`src/rtl/apb_rtc_alarm.sv`:
```
// apb_rtc_alarm: APB real-time counter with programmable prescaler and
// NUM_ALARMS match channels feeding a masked, registered interrupt.
// Optional feature macro: APB_RTC_OVF_IRQ_EN adds status bit NUM_ALARMS,
// which is set when the counter wraps from all-ones to zero.
//
// Register map (word index = PADDR[ADDR_WIDTH-1:2]):
//   0x000 DR   counter (read-only)
//   0x004 LR   write loads the counter (reads as 0)
//   0x008 CR   bit0 EN
//   0x00C PSR  prescale value
//   0x010 IMSC interrupt mask
//   0x014 RIS  raw status (read-only)
//   0x018 MIS  RIS & IMSC (read-only)
//   0x01C ICR  write-1-to-clear RIS (reads as 0)
//   0x100+4n   MR[n] match value
module apb_rtc_alarm #(
    parameter int ADDR_WIDTH     = 12,
    parameter int DATA_WIDTH     = 32,
    parameter int NUM_ALARMS     = 4,
    parameter int PRESCALE_WIDTH = 16
) (
    input  logic                  PCLK,
    input  logic                  PRESETn,
    input  logic                  PSEL,
    input  logic                  PENABLE,
    input  logic                  PWRITE,
    input  logic [ADDR_WIDTH-1:0] PADDR,
    input  logic [DATA_WIDTH-1:0] PWDATA,
    output logic [DATA_WIDTH-1:0] PRDATA,
    output logic                  PREADY,
    output logic                  PSLVERR,
    output logic                  INTR
);

    // Word address width and status width (alarms plus overflow slot).
    localparam int AW = ADDR_WIDTH - 2;
    localparam int SW = NUM_ALARMS + 1;

    localparam logic [AW-1:0] A_DR   = AW'(0);
    localparam logic [AW-1:0] A_LR   = AW'(1);
    localparam logic [AW-1:0] A_CR   = AW'(2);
    localparam logic [AW-1:0] A_PSR  = AW'(3);
    localparam logic [AW-1:0] A_IMSC = AW'(4);
    localparam logic [AW-1:0] A_RIS  = AW'(5);
    localparam logic [AW-1:0] A_MIS  = AW'(6);
    localparam logic [AW-1:0] A_ICR  = AW'(7);
    localparam logic [AW-1:0] A_MR0  = AW'(64);

    // Status bits that physically exist; the overflow slot reads as 0
    // and ignores writes when the overflow interrupt is not built in.
`ifdef APB_RTC_OVF_IRQ_EN
    localparam logic [SW-1:0] STAT_MASK = {SW{1'b1}};
`else
    localparam logic [SW-1:0] STAT_MASK = {1'b0, {NUM_ALARMS{1'b1}}};
`endif

    // ---------------------------------------------------------------
    // Address decode
    // ---------------------------------------------------------------
    logic [AW-1:0]         word_addr;
    logic                  access;
    logic                  sel_dr, sel_lr, sel_cr, sel_psr;
    logic                  sel_imsc, sel_ris, sel_mis, sel_icr;
    logic [NUM_ALARMS-1:0] mr_sel;
    logic                  mapped;
    logic                  ro_sel;
    logic                  wr_ok;
    logic                  lr_wr, cr_wr, psr_wr, imsc_wr, icr_wr;
    logic                  unused_addr_lsbs;

    assign word_addr        = PADDR[ADDR_WIDTH-1:2];
    assign unused_addr_lsbs = ^PADDR[1:0];
    assign access           = PSEL & PENABLE;

    assign sel_dr   = (word_addr == A_DR);
    assign sel_lr   = (word_addr == A_LR);
    assign sel_cr   = (word_addr == A_CR);
    assign sel_psr  = (word_addr == A_PSR);
    assign sel_imsc = (word_addr == A_IMSC);
    assign sel_ris  = (word_addr == A_RIS);
    assign sel_mis  = (word_addr == A_MIS);
    assign sel_icr  = (word_addr == A_ICR);

    assign mapped = sel_dr | sel_lr | sel_cr | sel_psr | sel_imsc |
                    sel_ris | sel_mis | sel_icr | (|mr_sel);

    // Registers that reject writes with an error response.
    assign ro_sel = sel_dr | sel_ris | sel_mis;

    // A write commits only when it is legal; illegal writes change nothing.
    assign wr_ok   = access & PWRITE & mapped & ~ro_sel;
    assign lr_wr   = wr_ok & sel_lr;
    assign cr_wr   = wr_ok & sel_cr;
    assign psr_wr  = wr_ok & sel_psr;
    assign imsc_wr = wr_ok & sel_imsc;
    assign icr_wr  = wr_ok & sel_icr;

    // Zero wait states; error is only flagged in the access phase and is
    // held low while reset is asserted.
    assign PREADY  = 1'b1;
    assign PSLVERR = PRESETn & access & (~mapped | (PWRITE & ro_sel));

    // ---------------------------------------------------------------
    // State
    // ---------------------------------------------------------------
    logic [DATA_WIDTH-1:0]     cnt_q, cnt_d;
    logic [PRESCALE_WIDTH-1:0] presc_q, presc_d;
    logic [PRESCALE_WIDTH-1:0] psr_q, psr_d;
    logic                      en_q, en_d;
    logic [SW-1:0]             imsc_q, imsc_d;
    logic [SW-1:0]             ris_q, ris_d;
    logic                      inc_q, inc_d;
    logic                      intr_q, intr_d;
    logic [DATA_WIDTH-1:0]     mr_q [NUM_ALARMS];

    logic                      tick;
    logic [SW-1:0]             set_vec;
    logic [SW-1:0]             icr_clr;
    logic [SW-1:0]             mis;

    // The prescaler rolls over and ticks when it reaches PSR.
    assign tick = en_q & (presc_q == psr_q);

    // Match detection looks at the counter one cycle after a tick-driven
    // increment (inc_q), so an LR load never raises a match by itself.
    for (genvar gi = 0; gi < NUM_ALARMS; gi++) begin : g_alarm
        assign mr_sel[gi]  = (word_addr == (A_MR0 + AW'(gi)));
        assign set_vec[gi] = inc_q & (cnt_q == mr_q[gi]);
    end

`ifdef APB_RTC_OVF_IRQ_EN
    // A tick-driven increment that lands on zero was a wrap.
    assign set_vec[NUM_ALARMS] = inc_q & (cnt_q == '0);
`else
    assign set_vec[NUM_ALARMS] = 1'b0;
`endif

    // Prescaler and counter next state; LR load overrides a coincident tick.
    always_comb begin
        presc_d = presc_q;
        cnt_d   = cnt_q;
        inc_d   = 1'b0;
        if (en_q) begin
            presc_d = tick ? '0 : presc_q + 1'b1;
        end
        if (tick) begin
            cnt_d = cnt_q + 1'b1;
            inc_d = 1'b1;
        end
        if (psr_wr) begin
            presc_d = '0;
        end
        if (lr_wr) begin
            cnt_d   = PWDATA;
            presc_d = '0;
            inc_d   = 1'b0;
        end
    end

    // Control, mask and status next state; a set event beats a clear.
    always_comb begin
        en_d    = cr_wr   ? PWDATA[0]                      : en_q;
        psr_d   = psr_wr  ? PWDATA[PRESCALE_WIDTH-1:0]     : psr_q;
        imsc_d  = imsc_wr ? (PWDATA[SW-1:0] & STAT_MASK)   : imsc_q;
        icr_clr = icr_wr  ? PWDATA[SW-1:0]                 : '0;
        ris_d   = ((ris_q & ~icr_clr) | set_vec) & STAT_MASK;
    end

    assign mis    = ris_q & imsc_q;
    assign intr_d = |mis;
    assign INTR   = intr_q;

    // Core state registers with asynchronous active-low reset.
    always_ff @(posedge PCLK or negedge PRESETn) begin
        if (!PRESETn) begin
            cnt_q   <= '0;
            presc_q <= '0;
            psr_q   <= '0;
            en_q    <= 1'b0;
            imsc_q  <= '0;
            ris_q   <= '0;
            inc_q   <= 1'b0;
            intr_q  <= 1'b0;
        end else begin
            cnt_q   <= cnt_d;
            presc_q <= presc_d;
            psr_q   <= psr_d;
            en_q    <= en_d;
            imsc_q  <= imsc_d;
            ris_q   <= ris_d;
            inc_q   <= inc_d;
            intr_q  <= intr_d;
        end
    end

    // Match value registers, one per alarm channel.
    always_ff @(posedge PCLK or negedge PRESETn) begin
        if (!PRESETn) begin
            for (int n = 0; n < NUM_ALARMS; n++) begin
                mr_q[n] <= '0;
            end
        end else begin
            for (int n = 0; n < NUM_ALARMS; n++) begin
                if (wr_ok && mr_sel[n]) begin
                    mr_q[n] <= PWDATA;
                end
            end
        end
    end

    // Combinational read mux, driven only during a read access phase.
    always_comb begin
        PRDATA = '0;
        if (PRESETn && access && !PWRITE) begin
            if (sel_dr)   PRDATA = cnt_q;
            if (sel_cr)   PRDATA = DATA_WIDTH'(en_q);
            if (sel_psr)  PRDATA = DATA_WIDTH'(psr_q);
            if (sel_imsc) PRDATA = DATA_WIDTH'(imsc_q);
            if (sel_ris)  PRDATA = DATA_WIDTH'(ris_q);
            if (sel_mis)  PRDATA = DATA_WIDTH'(mis);
            for (int n = 0; n < NUM_ALARMS; n++) begin
                if (mr_sel[n]) PRDATA = mr_q[n];
            end
        end
    end

endmodule
```
`config.mk`:
```
export PLATFORM = sky130hd
export DESIGN_NAME = apb_rtc_alarm
export DESIGN_NICKNAME = d
export VERILOG_FILES = /design/src/rtl/apb_rtc_alarm.sv
export SDC_FILE = /design/constraint.sdc
export NUM_CORES = 1
export LEC_CHECK = 0
export BUFFER_PORTS_ARGS = -buffer_cell sky130_fd_sc_hd__buf_4
export CORE_ASPECT_RATIO = 0.8
export CORE_MARGIN = 2
export CORE_UTILIZATION = 45
export CTS_CLUSTER_DIAMETER = 100
export DETAILED_ROUTE_END_ITERATION = 6
export PLACE_DENSITY = 0.68
export SLEW_MARGIN = 40
export SYNTH_ARGS = -nofsm -noshare
export SYNTH_HDL_FRONTEND = slang
export SYNTH_SLANG_ARGS = --single-unit
```
`constraint.sdc`:
```
create_clock -name PCLK -period 2.7 [get_ports PCLK]
set_clock_uncertainty 0.2 [all_clocks]
set_input_delay 0 -clock PCLK [delete_from_list [all_inputs] [get_ports PCLK]]
set_output_delay 0 -clock PCLK [all_outputs]
set_load 0.005 [all_outputs]
```
Word level (Yosys, flattened, before mapping). Cells that the tools add are included.

Flip-flop bits (word level): 203. Input port bits: 49.

Bitwise gates (word level): 34. Add/subtract/negate cells: 2. Multiplexer cells: 20. Equality and inequality tests: 16. Reductions and logical operators: 12.

Operators with widths (number): $mux W32 (13); $eq A32 B32 Y1 (4); $mux W16 (4); $eq A10 B3 Y1 const B (4); $eq A10 B7 Y1 const B (4); $add A32 B1 Y32 const B (1); $eq A10 B2 Y1 const B (2); $and A1 B1 Y1 (17); $add A16 B1 Y16 const B (1); $eq A16 B16 Y1 (1); $or A1 B1 Y1 (11); $eq A10 B1 Y1 const B (1); $logic_not A10 Y1 (1); $and A4 B4 Y4 (2); $logic_and A1 B1 Y1 (6); $reduce_or A5 Y1 (1); $mux W4 (1); $not A4 Y4 (1); $or A4 B4 Y4 (1); $reduce_or A4 Y1 (1); $reduce_bool A3 Y1 (1); $mux W1 (2); $not A1 Y1 (2); $reduce_bool A2 Y1 (1); $logic_not A1 Y1 (1).

Depth between registers and ports, before layout.
Depth after elaboration: 16. Depth in mapped cells: 9. Depth with buffers taken out: 6.

Worst setup path after synthesis. No wires, ideal clock.

Path kind: register -> register. Start point: register presc_q[4]. End point: register cnt_q[21]. Required time: 2379 ps. Period minus slack after synthesis: 2166 ps. Setup slack: 534 ps. Data arrival time: 1845 ps. Stages on the path, launching flop included: 9. Cells stage by stage: dfrtp_1 buf_6 xor2_1 nor4_1 nand4_1 buf_2 nor4_1 xor2_1 o22a_1.

Longest elaborated chain between the ends: 3.

Ends and longest elaborated chain: start, declared (RTL line 107) `logic [PRESCALE_WIDTH-1:0] presc_q, presc_d;`; start signal, assigned (RTL line 186) `presc_q <= presc_d;`; $eq A16 B16 Y1 (RTL line 122) `assign tick = en_q & (presc_q == psr_q);`; $and A1 B1 Y1 (RTL line 122); $reduce_bool A2 Y1 (no source line); end signal, assigned (RTL line 185) `cnt_q <= cnt_d;`; end, declared (RTL line 106) `logic [DATA_WIDTH-1:0] cnt_q, cnt_d;`.

Every way passes these cells. A chain may end at the register's enable or synchronous reset.

Worst setup path in the final report.
Start point: input PADDR[2]. End point: output PRDATA[7].

Longest elaborated chain between the ends: 12.

Ends and longest elaborated chain: start, declared (RTL line 27) `input logic [ADDR_WIDTH-1:0] PADDR,`; $logic_not A10 Y1 (RTL line 75) `assign sel_dr = (word_addr == A_DR);`; $mux W32 (RTL line 215) `if (sel_dr) PRDATA = cnt_q;`; $mux W32 (RTL line 216) `if (sel_cr) PRDATA = DATA_WIDTH'(en_q);`; $mux W32 (RTL line 217) `if (sel_psr) PRDATA = DATA_WIDTH'(psr_q);`; $mux W32 (RTL line 218) `if (sel_imsc) PRDATA = DATA_WIDTH'(imsc_q);`; $mux W32 (RTL line 219) `if (sel_ris) PRDATA = DATA_WIDTH'(ris_q);`; $mux W32 (RTL line 220) `if (sel_mis) PRDATA = DATA_WIDTH'(mis);`; $mux W32 (3 in a row) (RTL line 222) `if (mr_sel[n]) PRDATA = mr_q[n];`; $mux W32 * (RTL line 222); $mux W32 * (RTL line 214) `if (PRESETn && access && !PWRITE) begin`; end, declared (RTL line 29) `output logic [DATA_WIDTH-1:0] PRDATA,`.

Mark *: on every way between the ends. The rest lies on a longest branch, timed or not.

==> flow_summary.rst <==
.. list-table::
   :header-rows: 1

   * - Metric
     - Value
   * - Global Route Usage Sum
     - 29.7%
   * - Static power due to leakage
     - 6.40 nW
   * - Count of nets after finishing
     - 1,385
   * - GPL Wtd Cong
     - 0.986
   * - Number of buffers between clock root and the deepest sink
     - 3
   * - Detailed router's first-iteration violation count
     - 1,383
   * - Share of flip-flops with an asynchronous set or reset after synthesis
     - 100%
   * - Vias in the first global route
     - 10,100
   * - Number of endpoints failing setup at the final stage
     - 0
   * - Hold Crit Class
     - in -> reg
   * - First-pass iteration count of the detailed router
     - 5
   * - Die Y-Extent
     - 151 µm
   * - Status
     - finished, final reports clean
   * - Number of filler instances in the final layout
     - 2,358
   * - Number of hold-slack violations in the final timing report
     - 0
   * - Cells after Synth
     - 1,210
   * - Synth area leader
     - sky130_fd_sc_hd__dfrtp_1
   * - Number of register bits inferred by synthesis
     - 203
   * - Final core area utilization
     - 55.8%
   * - DIE AREA
     - 0.0283 mm²
   * - Total number of vias
     - 10,600
   * - TritonCTS clock tree
     - built
   * - Clock period minus final worst setup slack
     - 2600 ps
   * - Unrepaired setup endpoints after global routing
     - false
   * - CTS H-Tree Depth
     - 1
   * - Detailed Route WL
     - 42.1 mm
   * - Type of the setup path with the least slack
     - in -> out
   * - Number of antenna violations at the first check in global routing
     - 1
   * - Maximum ir drop on the vdd rail
     - 0.465 mV
   * - Total I/O pin count
     - 84
   * - Number of enable-type register cells in the synthesized netlist
     - 0
   * - Avg WL per Cell
     - 24.6 µm
   * - Count of maximum capacitance violations
     - 0
   * - Placement row count
     - 53
   * - Flip-flop cell with the highest count after synthesis
     - sky130_fd_sc_hd__dfrtp_1
   * - Startpoint Class
     - input port
   * - Routed vias/inst
     - 6.22
   * - Fmax
     - 385 MHz
   * - Mean area per synthesized cell
     - 10.0 µm²
   * - Warnings from Yosys
     - 0
   * - Combined area of the multi-input logic cells
     - 0.00657 mm²
   * - Clock net sink count
     - 203
   * - Synthesized net count
     - 1,261
   * - Remaining routing DRC violations
     - 0
   * - Detailed-placement wirelength estimate
     - 29.6 mm
   * - Kind of end point of the critical path
     - primary output
   * - Maximum number of pins on one net before global-route repair
     - 99
   * - Port Buf Inserts
     - 80
   * - Arrival time of data at the critical path endpoint
     - 2400 ps
   * - Wire length of the first global-routing pass
     - 63.1 mm
   * - Final max-slew violation count
     - 0
   * - Period utilization
     - 96.3%
   * - Mapped Area
     - 0.0121 mm²
   * - Seq/Total Area, Yosys
     - 41.9%
   * - Most common cell after layout, fill and taps aside
     - sky130_fd_sc_hd__dfrtp_1
   * - Clock latency on the worst-skew pair
     - 540 ps
   * - Biggest area contributors in the synthesized netlist
     - sky130_fd_sc_hd__dfrtp_1 (42%), sky130_fd_sc_hd__mux2_2 (12%), sky130_fd_sc_hd__xnor2_1 (7.1%)
   * - Clock-pin slew on the worst setup and hold paths
     - 60 ps
   * - Root buffer cell
     - sky130_fd_sc_hd__clkbuf_16
   * - Number of nets still failing antenna checks after routing
     - 0
   * - Area growth syn-to-layout
     - 21.4%
   * - Register cell area after layout
     - 0.00508 mm²
   * - CTS buffer count
     - 23
   * - Leading cell types in the layout, fill and taps excluded
     - sky130_fd_sc_hd__dfrtp_1 (203), sky130_fd_sc_hd__buf_4 (145), sky130_fd_sc_hd__mux2_2 (131)
   * - Worst slew pin tran
     - 725 ps
   * - Setup_tns
     - 0 ps
   * - Die width
     - 188 µm
   * - Layout cell share with drive strength beyond 1
     - 26.1%
   * - Number of distinct standard cells referenced by the synthesized netlist
     - 66
   * - Fraction of post-synthesis cell area in the top cell type by area
     - 41.9%
   * - Required time at the endpoint of the critical path
     - 2500 ps
   * - Core footprint
     - 0.0264 mm²
   * - Maximum fanout count along the critical path
     - 28
   * - Power per cell area
     - 486 mW/mm²
   * - Worst rel slew slack
     - 51.6%
   * - Initial standard-cell utilization of the core
     - 46.0%
   * - Congestion Overflow GR
     - 0
-- state kept, by name (all words and copies together), names as in the netlist --
name and cells:
INTR 1, inc_q 1, ris_q 4, cnt_q 32, imsc_q 4, presc_q 16
psr_q 16, mr_q 128, en_q 1
-- worst max-delay path: stages --
cell                            delay, ps
sky130_fd_sc_hd__dlygate4sd3_1        530
sky130_fd_sc_hd__buf_4                350
sky130_fd_sc_hd__nor2b_1              330
sky130_fd_sc_hd__nand2_1              210
sky130_fd_sc_hd__buf_4                240
sky130_fd_sc_hd__o21ai_0              170
sky130_fd_sc_hd__a21oi_1               80
sky130_fd_sc_hd__o21ai_0              110
sky130_fd_sc_hd__o22ai_1              160
sky130_fd_sc_hd__buf_4                200
-- synthesized netlist by cell type (2+ instances only) --
master	count
sky130_fd_sc_hd__a31oi_1	4
sky130_fd_sc_hd__o211ai_1	11
sky130_fd_sc_hd__nor3b_1	2
sky130_fd_sc_hd__xnor2_1	98
sky130_fd_sc_hd__or3_1	6
sky130_fd_sc_hd__o2bb2a_1	3
sky130_fd_sc_hd__buf_2	28
sky130_fd_sc_hd__buf_4	13
sky130_fd_sc_hd__a221oi_1	7
sky130_fd_sc_hd__a21o_1	11
sky130_fd_sc_hd__o22ai_1	10
sky130_fd_sc_hd__and3_1	7
sky130_fd_sc_hd__a22o_1	7
sky130_fd_sc_hd__nor3_2	4
sky130_fd_sc_hd__nand4_1	36
sky130_fd_sc_hd__ha_1	2
sky130_fd_sc_hd__o31ai_1	5
sky130_fd_sc_hd__nor4_1	40
sky130_fd_sc_hd__o2111ai_1	10
sky130_fd_sc_hd__mux2_2	131
sky130_fd_sc_hd__or2_2	4
sky130_fd_sc_hd__xor2_1	82
sky130_fd_sc_hd__nor3_1	21
sky130_fd_sc_hd__nand3_1	33
sky130_fd_sc_hd__and2_0	2
sky130_fd_sc_hd__dfrtp_1	203
sky130_fd_sc_hd__buf_1	5
sky130_fd_sc_hd__a21oi_1	71
sky130_fd_sc_hd__a22oi_1	34
sky130_fd_sc_hd__o21ai_0	82
sky130_fd_sc_hd__inv_1	14
sky130_fd_sc_hd__nor2_1	60
sky130_fd_sc_hd__o221ai_1	3
sky130_fd_sc_hd__nand2_1	51
sky130_fd_sc_hd__mux2_1	12
sky130_fd_sc_hd__nand2b_1	3
sky130_fd_sc_hd__mux2i_1	2
sky130_fd_sc_hd__and4_1	7
sky130_fd_sc_hd__buf_6	3
sky130_fd_sc_hd__clkbuf_1	54
sky130_fd_sc_hd__o311ai_0	2
sky130_fd_sc_hd__nor2b_1	3
-- power breakdown --
part           internal (mW)  switching [mW]
Clock                   2.06            1.30
Combinational          0.251           0.353
Sequential              3.10          0.0907
Total                   5.41            1.75
-- metal layers --
metal | share of wire, % | track usage (%) | wire, µm | vias up
met2 | 41 | 42.1 | 17100 | 655
met1 | 43 | 43.1 | 18200 | 5212
met3 | 12 | 8.20 | 5080 | 127
met4 | 4.1 | 10.6 | 1720 | 0
met5 | 0 | 0.699 | 0 | -
li1 | - | - | - | 4620
-- final cells by class --
type                       instances  area share, %
inverter                          15          0.382
tap                              357           3.03
sequential                       203           34.5
clock inverter                     6          0.756
clock buffer                      34           4.73
timing repair buffer             202           12.0
multi-input combinational        889           44.6
antenna                            1         0.0170
-- path summary, 6_finish.rpt --
kind	startpoint	to	slack [ps]	depth (start not counted)
max	PADDR[2]	PRDATA[7]	100	10
min	PWDATA[16]	mr_q[80]$_DFFE_PN0P_	70	3
max in group asynchronous	PRESETn	mr_q[17]$_DFFE_PN0P_	740	7
max reg2reg	psr_q[1]$_DFFE_PN0P_	presc_q[15]$_DFFE_PN0P_	160	7
min reg2reg	mr_q[0]$_DFFE_PN0P_	mr_q[0]$_DFFE_PN0P_	330	1
min in group asynchronous	PRESETn	presc_q[5]$_DFFE_PN0P_	420	4
-- cell families (layout without fill, tap and decap cells) --
group / Yosys count / count (layout) / synth area share, %
AND/OR/NAND/NOR: 291 / 291 / 13.0
flip-flops: 203 / 203 / 41.9
other: 1 / 2 / 0.0309
adder cells (fa/ha/maj): 2 / 2 / 0.206
buffers and inverters: 118 / 257 / 4.53
AO/OA/AOI/OAI: 270 / 270 / 13.9
multiplexers: 145 / 145 / 13.4
XOR/XNOR: 180 / 180 / 13.0
-- what timing repair did --
item | CTS | global route
gates resized for setup | 0 | 12
endpoints found under the setup margin | 0 | 43
setup buffers | 0 | 1
hold endpoints to repair | 308 | 0
hold buffers | 46 | 0
-- stage by stage --
| stage | setup WS, ps | instance area, µm² | hold slack (ps) | power, mW | std cells |
|---|---|---|---|---|---|
| floorplan | 534 | 12100 | -496 | 3.49 | 1210 |
| global placement | 270 | 13300 | -295 | 3.76 | 1617 |
| detailed placement | 269 | 13400 | -296 | 3.78 | 1619 |
| CTS | 4.78 | 14700 | 61.3 | 7.18 | 1705 |
| global route | 11.5 | 14700 | 89.8 | 7.37 | 1706 |
| finish | 99.3 | 14700 | 74.3 | 7.16 | 1707 |
Note: power is estimated with default switching activity, not from simulation.
